**src/rtl/btn_debounce.sv**
```systemverilog
// Button debouncer: four-state qualifier that turns a synchronized, bouncing level into a
// clean level plus one-cycle press/release pulses. Optional long-hold pulse under LONG_PRESS_EN.
module btn_debounce #(
    parameter int DEBOUNCE_CYCLES = 4,
    parameter int LONG_CYCLES     = 16
) (
    input  logic clk,
    input  logic rst_n,
    input  logic in,
    output logic stable,
    output logic press,
    output logic release_pulse,
    output logic long_press
);
    localparam int CW = $clog2(DEBOUNCE_CYCLES + 1);
    localparam logic [CW:0]   DB_LAST  = (CW + 1)'(DEBOUNCE_CYCLES);
    localparam logic [CW:0]   CNT_INC  = {{CW{1'b0}}, 1'b1};
    localparam logic [CW-1:0] CNT_ZERO = {CW{1'b0}};
    localparam logic [CW-1:0] CNT_ONE  = CNT_INC[CW-1:0];

    typedef enum logic [1:0] {
        ST_LOW     = 2'd0,
        ST_WAIT_HI = 2'd1,
        ST_HIGH    = 2'd2,
        ST_WAIT_LO = 2'd3
    } state_t;

    state_t        state_r, state_s;
    logic [CW-1:0] cnt_r, cnt_s;
    logic [CW:0]   cnt_inc_s;
    logic          stable_r, stable_s;
    logic          press_r, press_s;
    logic          release_r, release_s;

    // One extra bit so the qualification compare can never wrap.
    assign cnt_inc_s = {1'b0, cnt_r} + CNT_INC;

    // State, bounce counter and registered outputs.
    always_ff @(posedge clk or negedge rst_n) begin
        if (!rst_n) begin
            state_r   <= ST_LOW;
            cnt_r     <= CNT_ZERO;
            stable_r  <= 1'b0;
            press_r   <= 1'b0;
            release_r <= 1'b0;
        end else begin
            state_r   <= state_s;
            cnt_r     <= cnt_s;
            stable_r  <= stable_s;
            press_r   <= press_s;
            release_r <= release_s;
        end
    end

    // Next-state and bounce counter.
    always_comb begin
        state_s = state_r;
        cnt_s   = cnt_r;
        case (state_r)
            ST_LOW: begin
                if (in) begin
                    if (DEBOUNCE_CYCLES == 1) begin
                        state_s = ST_HIGH;
                        cnt_s   = CNT_ZERO;
                    end else begin
                        state_s = ST_WAIT_HI;
                        cnt_s   = CNT_ONE;
                    end
                end else begin
                    state_s = ST_LOW;
                    cnt_s   = CNT_ZERO;
                end
            end
            ST_WAIT_HI: begin
                if (!in) begin
                    state_s = ST_LOW;
                    cnt_s   = CNT_ZERO;
                end else if (cnt_inc_s == DB_LAST) begin
                    state_s = ST_HIGH;
                    cnt_s   = CNT_ZERO;
                end else begin
                    state_s = ST_WAIT_HI;
                    cnt_s   = cnt_inc_s[CW-1:0];
                end
            end
            ST_HIGH: begin
                if (!in) begin
                    if (DEBOUNCE_CYCLES == 1) begin
                        state_s = ST_LOW;
                        cnt_s   = CNT_ZERO;
                    end else begin
                        state_s = ST_WAIT_LO;
                        cnt_s   = CNT_ONE;
                    end
                end else begin
                    state_s = ST_HIGH;
                    cnt_s   = CNT_ZERO;
                end
            end
            ST_WAIT_LO: begin
                if (in) begin
                    state_s = ST_HIGH;
                    cnt_s   = CNT_ZERO;
                end else if (cnt_inc_s == DB_LAST) begin
                    state_s = ST_LOW;
                    cnt_s   = CNT_ZERO;
                end else begin
                    state_s = ST_WAIT_LO;
                    cnt_s   = cnt_inc_s[CW-1:0];
                end
            end
            default: begin
                state_s = ST_LOW;
                cnt_s   = CNT_ZERO;
            end
        endcase
    end

    // Output decode: pulses only on qualified transitions, never on a bounce back.
    always_comb begin
        stable_s  = (state_s == ST_HIGH) || (state_s == ST_WAIT_LO);
        press_s   = (state_s == ST_HIGH) && ((state_r == ST_WAIT_HI) || (state_r == ST_LOW));
        release_s = (state_s == ST_LOW) && ((state_r == ST_WAIT_LO) || (state_r == ST_HIGH));
    end

    assign stable        = stable_r;
    assign press         = press_r;
    assign release_pulse = release_r;

`ifdef LONG_PRESS_EN
    localparam int LW = $clog2(LONG_CYCLES + 1);
    localparam logic [LW-1:0] HOLD_MAX  = LW'(LONG_CYCLES);
    localparam logic [LW-1:0] HOLD_LAST = LW'(LONG_CYCLES - 1);
    localparam logic [LW-1:0] HOLD_ZERO = {LW{1'b0}};
    localparam logic [LW-1:0] HOLD_ONE  = {{(LW - 1){1'b0}}, 1'b1};

    logic [LW-1:0] hold_r, hold_s;
    logic          long_r, long_s;
    logic          holding_s;

    // Hold counter saturates at LONG_CYCLES so the long pulse fires once per press.
    always_comb begin
        holding_s = (state_r == ST_HIGH) || (state_r == ST_WAIT_LO);
        long_s    = holding_s && (hold_r == HOLD_LAST);
        if (press_s || (state_s == ST_LOW)) begin
            hold_s = HOLD_ZERO;
        end else if (holding_s && (hold_r != HOLD_MAX)) begin
            hold_s = hold_r + HOLD_ONE;
        end else begin
            hold_s = hold_r;
        end
    end

    // Hold counter and registered long-press pulse.
    always_ff @(posedge clk or negedge rst_n) begin
        if (!rst_n) begin
            hold_r <= HOLD_ZERO;
            long_r <= 1'b0;
        end else begin
            hold_r <= hold_s;
            long_r <= long_s;
        end
    end

    assign long_press = long_r;
`else
    assign long_press = 1'b0;
`endif

endmodule

```
**config.mk**
```make
export PLATFORM = sky130hd
export DESIGN_NAME = btn_debounce
export DESIGN_NICKNAME = d
export VERILOG_FILES = /design/src/rtl/btn_debounce.sv
export SDC_FILE = /design/constraint.sdc
export NUM_CORES = 1
export LEC_CHECK = 0
export BUFFER_PORTS_ARGS = -buffer_cell sky130_fd_sc_hd__buf_4
export CORE_AREA = 5 5 42 44
export CTS_CLUSTER_SIZE = 12
export DETAILED_ROUTE_END_ITERATION = 8
export DIE_AREA = 0 0 47 49
export GPL_TIMING_DRIVEN = 0
export PLACE_DENSITY = 0.45
export SYNTH_ARGS = -nofsm -noshare
export SYNTH_HDL_FRONTEND = slang
export SYNTH_SLANG_ARGS = --single-unit
```
**constraint.sdc**
```tcl
create_clock -name clk -period 1.5 [get_ports clk]
set_input_delay 0.075 -clock clk [delete_from_list [all_inputs] [get_ports clk]]
set_output_delay 0.075 -clock clk [all_outputs]
set_load 0.01 [all_outputs]
```
==> run summary, run 1 <==
status -> finished clean
top cells by area, synth -> dfrtp_1, ha_1, xor2_1
insertion delay to the later sink of the worst-skew pair -> 0.25 ns
IO Pins -> 7
Fin Clk Skew -> 0.00328 ns
Final Slew Violations -> 0
EDFF count, synth -> 0
CTS H-tree depth -> 1
Antenna diodes -> 0
Post-Syn Instances -> 37
# rows -> 14
first-pass GRT wire length -> 1310 um
Top FF cell, synth -> dfrtp_1
share of the synthesized area in the top cell type -> 43.6%
HPWL Detailed -> 592 um
Fmax -> 0.705 GHz
antenna viol nets, final -> 0
largest net degree at the start of global routing -> 8
GR Util All Layers -> 8.21%
crit path kind -> reg2reg
# DRC -> 0
P per Cell Area -> 1290 mW/mm^2
worst hold slack -> 0.141 ns
Crit Path Max Fanout -> 6
Fin. Hold Viols -> 0
Yosys reg bits -> 7
area growth from synthesis to layout -> 24.9%
routed vias -> 315
DR iter-0 viols -> 2
filler cell count in the final layout -> 156
vias in the first global route -> 299
Inst Count DP -> 58
drt wl/cell -> 13.1 um
setup_tns -> 0 ns
GR Overflow Total -> 0
CP Capture Type -> flip-flop
Hold Crit Class -> in2reg
CTS tree -> done
Max-Cap Viols -> 0
Num CTS Buffers -> 3
1st-pass router iterations -> 4
register area -> 175 um^2
CP arrival -> 1.55 ns
Async SR Flop Fraction -> 100%
worst endpoint required time -> 1.63 ns
Setup Viol. Count Final -> 0
Setup WS pre-CTS -> 0.100 ns
worst vdd ir -> 0.751 mV
initial antenna violation count -> 0
Die Area -> 0.00230 mm^2
DR vias/cell -> 5.00
leakage -> 0.000239 uW
area leader, netlist -> dfrtp_1
Startpoint Class -> flip-flop
Root Buffer -> clkbuf_4
core area -> 0.00140 mm^2
die height -> 49 um
crit share post-route -> 94.5%
synth warn -> 0
# nets final -> 53
R2R setup slack -> 0.08 ns
clock sinks -> 7
setup repair bufs after CTS -> 0
count leader, synth -> dfrtp_1
Die Wd -> 47 um
net count after synthesis -> 42
Final Wtd Congestion -> 0.749
Clock Pin Slew Worst Setup and Hold Paths -> 0.05 ns
Port Buffers -> 5
Netlist Area Pre-Place -> 402 um^2
Starting Density -> 28.7%
clk buf depth -> 2
Yosys cell types -> 25
fin crit period -> 1.42 ns
area used by multi-input combinational logic -> 221 um^2
final setup margin -> 0.0820 ns
sequential element share of the synthesized area -> 43.6%
Layout Cells excl Fill -> 63
RSZ-0062 raised after global routing -> no
share of layout cells above drive strength 1 -> 29.8%
detailed-route wire length -> 828 um
syn_area_per_cell -> 10.9 um^2
==> flip-flops by register name (all words and copies together) (netlist names) <==
| name | flops |
|---|---|
| state_r | 2 |
| release_pulse | 1 |
| press | 1 |
| cnt_r | 3 |
==> area by class of cell <==
| type | instances | share of cell area, % |
|---|---|---|
| timing repair buffer | 6 | 9.48 |
| tap | 16 | 3.99 |
| buffer | 1 | 1.50 |
| sequential | 7 | 34.9 |
| clock buffer | 4 | 5.24 |
| multi-input combinational | 28 | 44.1 |
| inverter | 1 | 0.748 |
==> logic make-up (layout without fill, tap and decap cells) <==
kind of cell | count (synthesis) | count (layout) | synth area share (%)
adder cells (fa/ha/maj) | 2 | 2 | 6.23
XOR/XNOR | 3 | 3 | 6.54
other | 1 | 1 | 0.934
AO/OA/AOI/OAI | 7 | 7 | 12.2
buffers and inverters | 2 | 12 | 2.80
flip-flops | 7 | 7 | 43.6
AND/OR/NAND/NOR | 15 | 15 | 27.7
==> path summary, 6_finish.rpt <==
| path | startpoint | endpoint | depth (start not counted) |
|---|---|---|---|
| setup / recovery | cnt_r[0] | state_r[1] | 4 |
| hold / removal | in | press | 3 |
| setup reg to reg | cnt_r[0] | state_r[1] | 4 |
| hold reg to reg | state_r[0] | cnt_r[0] | 1 |
| max in group asynchronous | rst_n | state_r[1] | 2 |
| min in group asynchronous | rst_n | state_r[0] | 2 |
==> layout by cell type, fill, tap and decap left out, types with 2 or more instances in the layout <==
| cell type | netlist | layout |
|---|---|---|
| a21oi_1 | 2 | 2 |
| and2_1 | 2 | 2 |
| and3_1 | 2 | 2 |
| buf_4 | 1 | 6 |
| clkbuf_4 | 0 | 3 |
| dfrtp_1 | 7 | 7 |
| ha_1 | 2 | 2 |
| nand2_1 | 2 | 2 |
| xor2_1 | 2 | 2 |
==> timing repair <==
| item | CTS | global route |
|---|---|---|
| gates resized for setup | 0 | 1 |
| endpoints found under the hold margin | 7 | 0 |
| setup endpoints to repair | 0 | 1 |
| hold buffers | 1 | 0 |
==> critical path, stage by stage (launching register included) <==
cell and delay (ns):
dfrtp_1 0.44, ha_1 0.29, or2_1 0.25, a41oi_1 0.24
nor3_2 0.07
==> stage by stage <==
stage | cell area (um^2) | utilization, % | total power (uW)
after floorplan | 402 | - | 410
after global placement | 459 | 32.8 | 472
after detailed placement | 459 | 32.8 | 474
final | 502 | 35.8 | 646
after CTS | 495 | 35.4 | 649
after global routing | 502 | 35.8 | 697
==> metal layers <==
metal  GRT usage [%]  share of wire, %
met1            8.71                39
met2            12.0                51
met3            5.54               7.6
met4            4.15               1.7
met5               0                 0
==> power by group <==
group          total, uW  internal (uW)  switching [uW]
clock network        168            101            66.8
registers            294            229            65.0
logic                184           95.4            88.5
total                646            426             220
(Power assumes the default switching activity.)
==> run 2: changes to the inputs <==
Clock period 1.5 ns to 1.7 ns, I/O delays scaled along.
==> run 2 against run 1 <==
  * Global-route usage is the same
  * Setup slack gained 0.20 ns
  * Worst hold slack gained 0.0033 ns
  * Critical path type unchanged
==> run summary, run 2 (synthesized netlist as in run 1, its figures left out) <==
HPWL Detailed -> 592 um
area growth from synthesis to layout -> 23.4%
crit share post-route -> 83.5%
Max-Cap Viols -> 0
Crit path max-delay family -> flip-flops
Int Pwr -> 376 uW
DR iter-0 viols -> 3
Starting Density -> 28.7%
status -> finished clean
# DRC -> 0
Reg2Reg Depth -> 4
Fmax -> 0.704 GHz
Hold Path End -> press
GR peak layer -> met2
first-pass GRT wire length -> 1310 um
core area -> 0.00140 mm^2
CTS H-tree depth -> 1
fin crit period -> 1.42 ns
most frequent cells in the layout -> dfrtp_1, buf_4, clkbuf_4
CP arrival -> 1.54 ns
setup_tns -> 0 ns
Fin Clk Skew -> 0.00385 ns
insertion delay to the later sink of the worst-skew pair -> 0.25 ns
RSZ-0062 raised after global routing -> no
Post-Route Utilization -> 35.4%
1st-pass router iterations -> 4
# nets final -> 53
detailed-route wire length -> 770 um
sequential share of power -> 45.6%
Biggest register -> cnt_r
die height -> 49 um
worst vdd ir -> 0.664 mV
setup repair bufs after CTS -> 0
vias in the first global route -> 299
filler cell count in the final layout -> 154
Hold Crit Class -> in2reg
met2 usage -> 12.0%
hold wc startpoint -> in
largest net degree at the start of global routing -> 8
clock sinks -> 7
R2R setup slack -> 0.28 ns
CP Capture Type -> flip-flop
CP max stage cell -> dfrtp_1
met1 Use GR -> 8.71%
Tot Pwr -> 567 uW
Comb power frac -> 28.2%
IO Pins -> 7
share of layout cells above drive strength 1 -> 27.7%
clk buf depth -> 2
Num CTS Buffers -> 3
Die Area -> 0.00230 mm^2
P per Cell Area -> 1140 mW/mm^2
Final Wtd Congestion -> 0.749
Sw Share -> 33.7%
Setup Viol. Count Final -> 0
worst endpoint required time -> 1.82 ns
crit path buf inv count -> 0
Fin. Hold Viols -> 0
top flop regs -> cnt_r (3), state_r (2)
initial antenna violation count -> 0
worst r2r src -> cnt_r[0]
Critical Path Max Stage Delay -> 0.43 ns
antenna viol nets, final -> 0
Cell Chain, Critical Path -> ha_1 > or2_1 > a41oi_1 > nor3_2
P_sw -> 191 uW
max FFs per register -> 3
Die Wd -> 47 um
routed vias -> 318
GR Util All Layers -> 8.21%
Port Buffers -> 5
commonest non-fill, non-tap cell in the layout -> dfrtp_1
Antenna diodes -> 0
clock network power share -> 26.3%
CTS tree -> done
crit path kind -> reg2reg
GR Overflow Total -> 0
Root Buffer -> clkbuf_4
Final Slew Violations -> 0
Crit Path Max Fanout -> 6
leakage -> 0.000239 uW
drt wl/cell -> 12.2 um
grt met3 use -> 5.54%
Startpoint Class -> flip-flop
# rows -> 14
Clock Pin Slew Worst Setup and Hold Paths -> 0.05 ns
hold-critical path depth -> 3
reg2reg end -> state_r[1]
DR vias/cell -> 5.05
[run 2: changes by cell type in the layout (fill, tap and decap cells not counted)]
cell / delta
nor4_2: -1
nor4_1: +1
[run 2: layer usage]
metal	vias to the layer above	share of wire, %	wire length [um]
met5	-	0	0
met4	0	1.8	14
met3	4	8.2	63
met2	9	50	387
met1	153	39	304
li1	152	-	-
[run 2: how the worst max path moves through the flow]
stage | startpoint | endpoint | slack, ns | depth (start not counted)
after floorplan | cnt_r[0] | state_r[1] | 0.40 | 4
final | cnt_r[0] | state_r[1] | 0.28 | 4
after global placement | cnt_r[0] | state_r[1] | 0.32 | 4
after global routing | cnt_r[0] | state_r[1] | 0.19 | 4
after detailed placement | cnt_r[0] | state_r[1] | 0.30 | 4
after CTS | cnt_r[0] | state_r[1] | 0.29 | 4
[run 2: cell type report]
type | count | area, um^2 | share of cell area, %
multi-input combinational | 28 | 215 | 43.4
sequential | 7 | 175 | 35.4
timing repair buffer | 6 | 47.5 | 9.60
clock buffer | 4 | 26.3 | 5.30
tap | 16 | 20.0 | 4.04
buffer | 1 | 7.51 | 1.52
inverter | 1 | 3.75 | 0.758
[run 2: repair_timing]
item | in CTS | in global routing
hold buffers | 1 | 0
gates resized for setup | 0 | 0
hold endpoints to repair | 7 | 0
[run 2: through the flow]
step                instances  worst slack (ns)  area [um^2]  hold WS [ns]
floorplan                  37             0.400          402        -0.211
global route               63             0.189          495         0.145
detailed placement         58             0.300          459       -0.0964
CTS                        63             0.287          495         0.142
finish                     63             0.280          495         0.144
global placement           58             0.322          459       -0.0980
[run 2: power by group through the flow]
stage / sequential [uW] / combinational (uW) / clock (uW)
after floorplan: 248 / 114 / 0
after global placement: 259 / 158 / 0
after detailed placement: 260 / 159 / 0
after CTS: 258 / 162 / 153
after global routing: 264 / 182 / 165
final: 258 / 160 / 149
[run 2: worst reg2reg max path: stages (launching register included)]
cell and delay, ns:
dfrtp_1 0.43, ha_1 0.29, or2_1 0.25, a41oi_1 0.24
nor3_2 0.07
